`src/rtl/seq_alu.sv`:
```
// Sequential ALU: single-cycle add/sub/shift/logic operations plus a multi-cycle
// shift-add multiplier.
//
// Ports:
//   clk    - clock, all state changes on its rising edge
//   rst_n  - asynchronous active-low reset
//   start  - issue request, sampled only while busy is low
//   ctrl   - operation select (0..9 legal, 10..15 illegal)
//   num    - unsigned shift amount
//   a, b   - operands
//   y      - registered result
//   done   - one-cycle pulse marking a new y
//   busy   - high while a multiply is in progress
//   carry  - carry / borrow / overflow flag
//   zero   - high when the written y is all zeros
//   err    - high when the completed ctrl code was illegal
`timescale 1ns/1ps
module seq_alu #(
  parameter int unsigned WIDTH = 32,
  parameter int unsigned SHW   = $clog2(WIDTH)
) (
  input  logic             clk,
  input  logic             rst_n,
  input  logic             start,
  input  logic [3:0]       ctrl,
  input  logic [SHW-1:0]   num,
  input  logic [WIDTH-1:0] a,
  input  logic [WIDTH-1:0] b,
  output logic [WIDTH-1:0] y,
  output logic             done,
  output logic             busy,
  output logic             carry,
  output logic             zero,
  output logic             err
);

  localparam int unsigned CntW = $clog2(WIDTH + 1);

  localparam logic [3:0] OpAdd = 4'd0;
  localparam logic [3:0] OpSub = 4'd1;
  localparam logic [3:0] OpSll = 4'd2;
  localparam logic [3:0] OpSla = 4'd3;
  localparam logic [3:0] OpSrl = 4'd4;
  localparam logic [3:0] OpSra = 4'd5;
  localparam logic [3:0] OpMul = 4'd6;
  localparam logic [3:0] OpInc = 4'd7;
  localparam logic [3:0] OpDec = 4'd8;
  localparam logic [3:0] OpAnd = 4'd9;

  typedef enum logic {StIdle, StMul} state_e;

  state_e               state_q, state_d;
  logic [WIDTH-1:0]     y_q, y_d;
  logic                 done_q, done_d;
  logic                 carry_q, carry_d;
  logic                 zero_q, zero_d;
  logic                 err_q, err_d;
  logic [2*WIDTH-1:0]   acc_q, acc_d;
  logic [2*WIDTH-1:0]   mcand_q, mcand_d;
  logic [WIDTH-1:0]     mplier_q, mplier_d;
  logic [CntW-1:0]      cnt_q, cnt_d;

  // Single-cycle datapath
  logic [WIDTH:0]       sum_ext;
  logic [WIDTH:0]       inc_ext;
  logic [2*WIDTH-1:0]   shl_ext;
  logic [WIDTH-1:0]     alu_y;
  logic                 alu_c;
  logic                 alu_err;
  logic [2*WIDTH-1:0]   acc_step;

  always_comb begin
    alu_y   = '0;
    alu_c   = 1'b0;
    alu_err = 1'b0;
    sum_ext = {1'b0, a} + {1'b0, b};
    inc_ext = {1'b0, a} + {{WIDTH{1'b0}}, 1'b1};
    // Upper half collects every bit pushed past the MSB.
    shl_ext = {{WIDTH{1'b0}}, a} << num;
    case (ctrl)
      OpAdd: begin
        alu_y = sum_ext[WIDTH-1:0];
        alu_c = sum_ext[WIDTH];
      end
      OpSub: begin
        alu_y = a - b;
        alu_c = (a < b);
      end
      OpSll: begin
        alu_y = shl_ext[WIDTH-1:0];
        alu_c = |shl_ext[2*WIDTH-1:WIDTH];
      end
      OpSla: begin
        alu_y = {a[WIDTH-1], shl_ext[WIDTH-2:0]};
        alu_c = |shl_ext[2*WIDTH-1:WIDTH];
      end
      OpSrl: alu_y = a >> num;
      OpSra: alu_y = $unsigned($signed(a) >>> num);
      OpInc: begin
        alu_y = inc_ext[WIDTH-1:0];
        alu_c = inc_ext[WIDTH];
      end
      OpDec: begin
        alu_y = a - {{(WIDTH-1){1'b0}}, 1'b1};
        alu_c = (a == '0);
      end
      OpAnd: alu_y = a & b;
      OpMul: alu_y = '0;
      default: alu_err = 1'b1;
    endcase
  end

  assign acc_step = acc_q + (mplier_q[0] ? mcand_q : '0);

  always_comb begin
    state_d  = state_q;
    y_d      = y_q;
    done_d   = 1'b0;
    carry_d  = carry_q;
    zero_d   = zero_q;
    err_d    = err_q;
    acc_d    = acc_q;
    mcand_d  = mcand_q;
    mplier_d = mplier_q;
    cnt_d    = cnt_q;
    case (state_q)
      StIdle: begin
        if (start) begin
          if (ctrl == OpMul) begin
            // Multiplier bit 0 is consumed on the issue edge so that the
            // remaining WIDTH-1 steps finish exactly WIDTH cycles after start.
            acc_d    = b[0] ? {{WIDTH{1'b0}}, a} : '0;
            mcand_d  = {{(WIDTH-1){1'b0}}, a, 1'b0};
            mplier_d = b >> 1;
            cnt_d    = CntW'(WIDTH - 1);
            state_d  = StMul;
          end else begin
            y_d     = alu_y;
            carry_d = alu_c;
            zero_d  = (alu_y == '0);
            err_d   = alu_err;
            done_d  = 1'b1;
          end
        end
      end
      StMul: begin
        acc_d    = acc_step;
        mcand_d  = mcand_q << 1;
        mplier_d = mplier_q >> 1;
        cnt_d    = cnt_q - CntW'(1);
        if (cnt_q == CntW'(1)) begin
          y_d     = acc_step[WIDTH-1:0];
          carry_d = |acc_step[2*WIDTH-1:WIDTH];
          zero_d  = (acc_step[WIDTH-1:0] == '0);
          err_d   = 1'b0;
          done_d  = 1'b1;
          state_d = StIdle;
        end
      end
      default: state_d = StIdle;
    endcase
  end

  always_ff @(posedge clk or negedge rst_n) begin
    if (!rst_n) begin
      state_q  <= StIdle;
      y_q      <= '0;
      done_q   <= 1'b0;
      carry_q  <= 1'b0;
      zero_q   <= 1'b0;
      err_q    <= 1'b0;
      acc_q    <= '0;
      mcand_q  <= '0;
      mplier_q <= '0;
      cnt_q    <= '0;
    end else begin
      state_q  <= state_d;
      y_q      <= y_d;
      done_q   <= done_d;
      carry_q  <= carry_d;
      zero_q   <= zero_d;
      err_q    <= err_d;
      acc_q    <= acc_d;
      mcand_q  <= mcand_d;
      mplier_q <= mplier_d;
      cnt_q    <= cnt_d;
    end
  end

  assign y     = y_q;
  assign done  = done_q;
  assign busy  = (state_q == StMul);
  assign carry = carry_q;
  assign zero  = zero_q;
  assign err   = err_q;

endmodule

```
`config.mk`:
```
export PLATFORM = sky130hd
export DESIGN_NAME = seq_alu
export DESIGN_NICKNAME = d
export VERILOG_FILES = /design/src/rtl/seq_alu.sv
export SDC_FILE = /design/constraint.sdc
export NUM_CORES = 1
export LEC_CHECK = 0
export CELL_PAD_IN_SITES_DETAIL_PLACEMENT = 0
export CELL_PAD_IN_SITES_GLOBAL_PLACEMENT = 1
export CORE_MARGIN = 2
export CORE_UTILIZATION = 39
export DETAILED_ROUTE_END_ITERATION = 8
export PLACE_DENSITY = 0.69
export SLEW_MARGIN = 20
export SYNTH_ARGS = -nofsm -noshare
export SYNTH_HDL_FRONTEND = slang
export SYNTH_SLANG_ARGS = --single-unit
```
`constraint.sdc`:
```
create_clock -name clk -period 8.9 [get_ports clk]
set_input_delay 1.78 -clock clk [delete_from_list [all_inputs] [get_ports clk]]
set_output_delay 1.78 -clock clk [all_outputs]
set_load 0.005 [all_outputs]
```
Yosys cells after proc, flatten, opt, wreduce, memory -nomap -nowiden
Cells that the tools add are included.
{ "op_classes": {"addsub": 6, "magnitude_cmp": 1, "eq_ne": 14, "shifts": 3, "mux": 41, "bitwise": 2, "n_reduce_logical": 10} }
{ "ops": {"columns": ["cell", "n"], "rows": [
  ["$mux 64", 5],
  ["$pmux 32 s9", 1],
  ["$pmux 64 s2", 2],
  ["$mux 32", 6],
  ["$pmux 32 s2", 2],
  ["$logic_not 32->1", 3],
  ["$add 64x64->64", 1],
  ["$reduce_or 32->1", 2],
  ["$shl 32x5->64", 1],
  ["$add 32x1->33 const B", 1],
  ["$add 32x32->33", 1],
  ["$and 32x32->32", 1],
  ["$lt 32x32->1", 1],
  ["$shr 32x5->32", 1],
  ["$sshr 32x5->32", 1],
  ["$sub 32x1->32 const B", 1],
  ["$sub 32x32->32", 1],
  ["$eq 4x3->1 const B", 4],
  ["$mux 1", 16],
  ["$mux 6", 2],
  ["$pmux 6 s2", 1],
  ["$pmux 1 s2", 5],
  ["$reduce_or 9->1", 1],
  ["$eq 4x2->1 const B", 2],
  ["other kinds (12)", 15]
]} }
{ "word_totals": {"reg_bits": 203, "input_bits": 76, "out_inout_bits": 37} }

Logic depth before layout (Yosys ltp)
Gate-level depths: netlist of the first run.
{ "logic_depth": {"word_depth": 6, "depth_mapped": 18, "ltp_nobuf": 16} }

Worst setup path before layout of the first run
No wires, ideal clock.
{ "synth_path": {"kind": "input-to-reg", "start": "in a[0]", "end": "reg zero_q (netlist: zero)", "t_arrival_ps": 5555, "t_required_ps": 8834, "setup_slack_ps": 3279, "stages": 16, "path_cell_list": "clkbuf_1 > inv_1 > ha_1 > fa_1 > nor2b_1 > o31a_1 > o21ai_1 > and3_1 > a32o_1 > o41a_1 > nor4b_2 > or4b_2 > nor4_2 > nand4_1 > nor4_1 > a31o_1"} }
{ "synth_via": {"elab_chain_cells": 6} }
{ "synth_rtl": {"columns": ["element", "line", "source"], "rows": [
  ["start: declaration", "27", "input logic [WIDTH-1:0] a,"],
  ["$sub 32x1->32 (tied with other cells)", "104", "alu_y = a - {{(WIDTH-1){1'b0}}, 1'b1};"],
  ["$pmux 32 s9 (*)", "80", "case (ctrl)"],
  ["$logic_not 32->1 (*)", "140", "zero_d = (alu_y == '0);"],
  ["$mux 1 (*)", "129", "if (ctrl == OpMul) begin"],
  ["$mux 1 (*)", "128", "if (start) begin"],
  ["$pmux 1 s2 (*)", "126", "case (state_q)"],
  ["end signal: assignment", "181", "zero_q <= zero_d;"],
  ["end: declaration", "56", "logic zero_q, zero_d;"]
]} }
Every way passes the cells marked *; elsewhere a longest branch is shown, timed or not. The select of a mux whose other input is x is not followed.
A chain may end at the register's enable or synchronous reset.

Worst setup path after layout of the first run
Ends and elaborated chain as after synthesis.

==> out/qor.txt, run 1 <==
run status = finished, final reports clean
via count = 26265
Worst Path Max Fanout = 15
clock insertion delay at the later pin of the skew report = 0.62 ns
Mean Syn Cell Area = 7.59 sq um
WS Path Type = input port to flip-flop
CTS tree = yes
Req. time, crit path = 9.45 ns
detailed-route wire length = 117000 um
die height = 254 um
routed len/inst = 29.1 um
# rows = 91
initial antenna violation count = 8
ranking of synthesized cells by area = dfrtp_1, ha_1, nand2_1
hold_buf cts = 0
unrepaired setup endpoints after global routing = false
IO Count = 113
Post-route DRC = 0
Overall Power = 5.67 mW
largest net degree at the start of global routing = 179
crit path buf inv count = 2
critical-path cell list = clkdlybuf4s50_1 > buf_4 > ha_1 > fa_1 > nor2b_1 > o21ai_0 > a211oi_1 > o311ai_0 > o21a_1 > o31a_1 > o2bb2ai_1 > o21ai_0 > nand4_1 > or4_1 > nor4_1 > a31o_1
Synth async-reset ratio = 100%
# fillers = 6365
Crit path arrival time = 6.96 ns
Hold EP = err$_DFFE_PN0P_
reg-to-reg endpoint = carry$_DFFE_PN0P_
Setup TNS = 0 ns
predominant post-synthesis flop cell = dfrtp_1
leakage = 11.3 nW
sequential area share after synthesis = 20.7%
crit path time final = 6.42 ns
H-Tree Level Count = 1
R2R depth = 17
DPL Wire Length = 87200 um
NumNets Final = 3354
# resized after CTS = 0
clock skew = 0.0164 ns
GPL Wtd Cong = 1.02
Post-CTS Setup Inserts = 0
die width = 254 um
Pwr Density = 211 mW/mm^2
gr usage total = 35.6%
CTS Sinks = 201
Yosys reg bits = 201
RR Startpoint = mplier_q[0]$_DFFE_PN0P_
number of synthesized flops with an enable pin = 0
Detailed Route Iter0 Violations = 3252
global-route wire length before repair = 171000 um
post-synthesis instance total = 3201
Worst path most repeated cell = o21ai_0
min-delay src = err$_DFFE_PN0P_
synth cell count leaders = nand2_1, o21ai_0, a21oi_1
die area = 0.0643 sq mm
most numerous cell in the Yosys netlist = nand2_1
slowest CP cell = a211oi_1
CP Launch Type = input port
fmax = 0.156 GHz
CP Capture Type = flip-flop
DR vias/cell = 6.56
Ys Warns = 0
final period utilization = 72.1%
clk slew on worst S/H paths = 0.06 ns
post-synth net total = 3412
post-synth top area share = 20.7%
drt first pass iters = 6
Initial Util = 39.4%
Buffers on Ports = 112
Pins Over Slew Limit = 0
root buf cell = clkbuf_16
Final ANT Viol Nets = 0
Overflow after GRT = 0
flop-to-flop setup slack = 2.83 ns
clock buffer count from CTS = 28
Fin. Hold Viols = 0
share of layout cells above drive strength 1 = 8.06%
headroom to the max-slew limit = 18.9%
area of the core = 0.0617 sq mm
Clock Path Buffers = 3
worst min-delay path class = flip-flop to flip-flop
post-synthesis cell area = 0.0243 sq mm
max_cap viols = 0
Crit path max-delay family = compound AO/OA/AOI/OAI gates
vias in the first global route = 25161
maximum vdd drop = 0.000173 V
Yosys top cell by area = dfrtp_1
slowest stage delay, CP = 0.61 ns
Synth cell types = 92
Tightest Pin Transition = 1.21 ns
Layout area overhead = 10.5%
Hold Path Depth = 1
Setup violations, final = 0
-- worst register-to-register path, stage by stage, from the launching register on --
cell and delay (ns):
dfrtp_1 0.32, buf_4 0.49, and2_1 0.35, ha_1 0.21, inv_1 0.07, fa_1 0.39
nand2b_1 0.19, a21oi_1 0.20, o211ai_1 0.20, a211oi_1 0.63, o21ai_0 0.25, a21oi_1 0.42
xor2_1 0.15, a2111oi_0 0.76, and4b_1 0.38, nand4b_1 0.24, nor4_1 0.51, a31oi_1 0.17
-- power by group --
part	internal, mW	switching, mW	total, mW
sequential	1.27	0.278	1.55
clock	0.653	0.481	1.13
combinational	1.02	1.97	2.98
total	2.94	2.73	5.67
-- worst max-delay path by stage --
| stage | from | end | cells past startpoint |
|---|---|---|---|
| finish | a[0] | zero$_DFFE_PN0P_ | 16 |
| global placement | a[0] | zero$_DFFE_PN0P_ | 16 |
| CTS | a[0] | zero$_DFFE_PN0P_ | 16 |
| global route | a[0] | zero$_DFFE_PN0P_ | 16 |
| floorplan | a[0] | zero$_DFFE_PN0P_ | 16 |
| detailed placement | a[0] | zero$_DFFE_PN0P_ | 16 |
-- cell type report --
| class | count | area, sq um | share of cell area [%] |
|---|---|---|---|
| Inverter | 104 | 390 | 1.45 |
| Clock buffer | 43 | 807 | 3.00 |
| Sequential cell | 201 | 5030 | 18.7 |
| Tap cell | 837 | 1050 | 3.90 |
| Antenna cell | 2 | 5.00 | 0.0186 |
| Clock inverter | 9 | 101 | 0.377 |
| Multi-Input combinational cell | 2625 | 17800 | 66.3 |
| Timing Repair Buffer | 183 | 1670 | 6.20 |
-- metal layers --
metal / wire [um] / vias up / share of wire [%] / GRT usage [%]
li1: - / 11716 / - / -
met1: 46100 / 12761 / 40 / 45.2
met2: 53100 / 1451 / 45 / 57.9
met3: 10100 / 335 / 8.6 / 6.55
met4: 7420 / 2 / 6.4 / 18.0
met5: 13 / - / 0.011 / 0
-- state kept, by name (all words and copies together), names as in the netlist --
signal / count
acc_q: 64
busy: 1
carry: 1
cnt_q: 6
done: 1
err: 1
mcand_q: 63
mplier_q: 31
y: 32
zero: 1
-- cells by family after synthesis --
logic type / share of synthesized area (%)
buffers and inverters: 6.25
xor gates and xnor gates: 3.42
adders and majority gates: 7.04
and+or+nand+nor: 22.9
muxes: 13.1
AOI/OAI and AO/OA: 26.5
DFF: 20.7
-- per-stage QoR --
step | setup slack (ns) | util, % | cells | hold WS [ns] | instance area [sq um]
2_1_floorplan | 3.28 | - | 3201 | 0.453 | 24300
3_3_place_gp | 2.06 | 42.0 | 3950 | 0.461 | 25900
3_5_place_dp | 1.99 | 42.0 | 3950 | 0.466 | 25900
4_1_cts | 2.59 | 43.5 | 4002 | 0.477 | 26900
5_1_grt | 2.24 | 43.5 | 4002 | 0.505 | 26900
6_report | 2.48 | 43.5 | 4004 | 0.477 | 26900
-- layout by cell type, fill, tap and decap left out, types with 21 or more instances in the layout --
cell type and n:
o31ai_1 26, mux2_2 30, xor2_1 44, nand4_1 39, xnor2_1 51, and2_1 81, a221oi_1 21, nor3_1 79
a211oi_1 61, dfrtp_1 200, and3_1 47, nand3_1 72, a21o_1 40, o21a_1 25, clkbuf_16 28, o21ai_0 294
buf_4 72, clkdlybuf4s50_1 106, mux2i_1 123, mux4_2 71, a221o_1 21, nand2_1 434, nor2b_1 25, o211ai_1 37
o22ai_1 23, inv_1 100, ha_1 132, nor2_1 220, a31oi_1 27, a21oi_1 261, nor4_1 39
(Power assumes the default switching activity.)
==> inputs of run 2 (changes only) <==
==> constraint.sdc (replaced) <==
create_clock -name clk -period 6.26 [get_ports clk]
set_input_delay 1.252 -clock clk [delete_from_list [all_inputs] [get_ports clk]]
set_output_delay 1.252 -clock clk [all_outputs]
set_load 0.005 [all_outputs]
==> run 2 against run 1 <==
Die area unchanged; critical path depth decreased by 2; sequential share of layout area decreased by 0.72 points; critical path type unchanged; largest cell class unchanged; highest routed layer unchanged.
==> out/qor.txt, run 2 (synthesis gave the netlist of run 1 again) <==
global-route wire length before repair = 171000 um
headroom to the max-slew limit = 21.3%
share of layout cells above drive strength 1 = 11.5%
critical-path cell list = clkdlybuf4s50_1 > ha_1 > inv_1 > a21oi_1 > o31ai_1 > o21a_1 > a2bb2oi_1 > o22ai_1 > o21ai_0 > o2111ai_1 > nor4_2 > nand4_1 > nor4_1 > a31o_1
die area = 0.0643 sq mm
met3 usage = 6.17%
worst min-delay path class = flip-flop to flip-flop
Post-CTS Setup Inserts = 0
GPL Wtd Cong = 1.04
design area = 0.0279 sq mm
final period utilization = 90.4%
Initial Util = 39.4%
clk slew on worst S/H paths = 0.08 ns
part of the power in registers = 27.4%
P_sw = 3.75 mW
Clock Path Buffers = 3
Layout area overhead = 14.9%
fmax = 0.177 GHz
Overflow after GRT = 0
CTS tree = yes
Clk network pwr share = 20.1%
internal power = 4.34 mW
area of the core = 0.0617 sq mm
H-Tree Level Count = 1
max_cap viols = 0
register name with the most flops = acc_q
total placed instance area = 0.0270 sq mm
reg-to-reg endpoint = carry$_DFFE_PN0P_
max reg flops = 64
Pins Over Slew Limit = 0
crit path time final = 5.66 ns
GRT Max-Usage Layer = met2
die height = 254 um
flop-to-flop setup slack = 0.75 ns
vias in the first global route = 25644
Pwr Density = 289 mW/mm^2
Fin. Hold Viols = 0
clock insertion delay at the later pin of the skew report = 0.59 ns
R2R depth = 17
clock buffer count from CTS = 26
CP Capture Type = flip-flop
Detailed Route Iter0 Violations = 2851
IO Count = 113
# rows = 91
initial antenna violation count = 9
DPL Wire Length = 90900 um
min-delay src = y[2]$_DFFE_PN0P_
maximum vdd drop = 0.000201 V
routed len/inst = 28.4 um
run status = finished, final reports clean
Worst Path Max Fanout = 11
# resized after CTS = 0
drt first pass iters = 8
Setup violations, final = 0
most frequent cells in the layout = nand2_1, o21ai_0, a21oi_1
GR Util met2 = 61.2%
Critical Path Start = a[15]
slowest stage delay, CP = 0.78 ns
most common cell after layout, fill and taps aside = nand2_1
Setup TNS = 0 ns
Post-route DRC = 0
hold_buf cts = 0
via count = 26450
met1 Resource Use GR = 42.8%
CTS Sinks = 201
NumNets Final = 3477
gr usage total = 35.7%
Final ANT Viol Nets = 0
Comb power frac = 52.4%
net switching fraction of the power = 46.3%
Hold Path Depth = 2
leakage = 12.0 nW
die width = 254 um
RR Startpoint = mplier_q[0]$_DFFE_PN0P_
Crit path arrival time = 6.19 ns
largest net degree at the start of global routing = 132
unrepaired setup endpoints after global routing = false
slowest CP cell = clkdlybuf4s50_1
worst setup path endpoint = zero$_DFFE_PN0P_
root buf cell = clkbuf_16
detailed-route wire length = 117000 um
CP Launch Type = input port
WS Path Type = input port to flip-flop
Req. time, crit path = 6.79 ns
DR vias/cell = 6.42
clock skew = 0.0261 ns
Buffers on Ports = 112
Tightest Pin Transition = 1.15 ns
## run 2: power by group through the flow
stage | logic, mW | clock network (mW) | registers (mW)
floorplan | 2.60 | 0 | 2.06
global route | 4.63 | 1.72 | 2.28
finish | 4.24 | 1.63 | 2.22
CTS | 4.19 | 1.67 | 2.21
detailed placement | 4.17 | 0 | 2.23
global placement | 4.14 | 0 | 2.22
## run 2: per-layer routing
layer  share of wire (%)  vias to the layer above
met5               0.032                        -
met4                 6.3                        6
met3                 7.8                      319
met2                  47                     1376
met1                  38                    12782
li1                    -                    11967
## run 2: worst min path at each step
| stage | end | slack [ns] |
|---|---|---|
| 2_1_floorplan | mplier_q[0]$_DFFE_PN0P_ | 0.45 |
| 3_3_place_gp | mplier_q[12]$_DFFE_PN0P_ | 0.46 |
| 3_5_place_dp | y[1]$_DFFE_PN0P_ | 0.47 |
| 4_1_cts | mplier_q[12]$_DFFE_PN0P_ | 0.48 |
| 5_1_grt | y[1]$_DFFE_PN0P_ | 0.49 |
| 6_report | y[2]$_DFFE_PN0P_ | 0.48 |
## run 2: critical path, delay by kind of cell
family	cells	cell delay (ns)
simple gates	3	0.80
fa+ha+maj	1	0.65
compound gates	8	2.50
buf+inv	2	0.97
## run 2: area by class of cell
| type | count | area, sq um |
|---|---|---|
| fillers | 6320 | 33800 |
| diodes | 2 | 5.00 |
| repair buffers | 308 | 2760 |
| inverters | 104 | 390 |
| clock buffers | 35 | 726 |
| well taps | 837 | 1050 |
| flip-flops and latches | 201 | 5030 |
| clock inverters | 10 | 160 |
| multi-input cells | 2625 | 17800 |
## run 2: through the flow
step                total power, mW  hold slack (ns)  std cells  setup slack, ns  utilization, %
global placement               6.35            0.460       4075           0.0747            43.8
finish                         8.09            0.477       4122            0.598            45.3
detailed placement             6.40            0.470       4075           0.0748            43.8
floorplan                      4.66            0.453       3201             1.17               -
CTS                            8.08            0.480       4120            0.680            45.3
global route                   8.63            0.491       4120            0.432            45.3
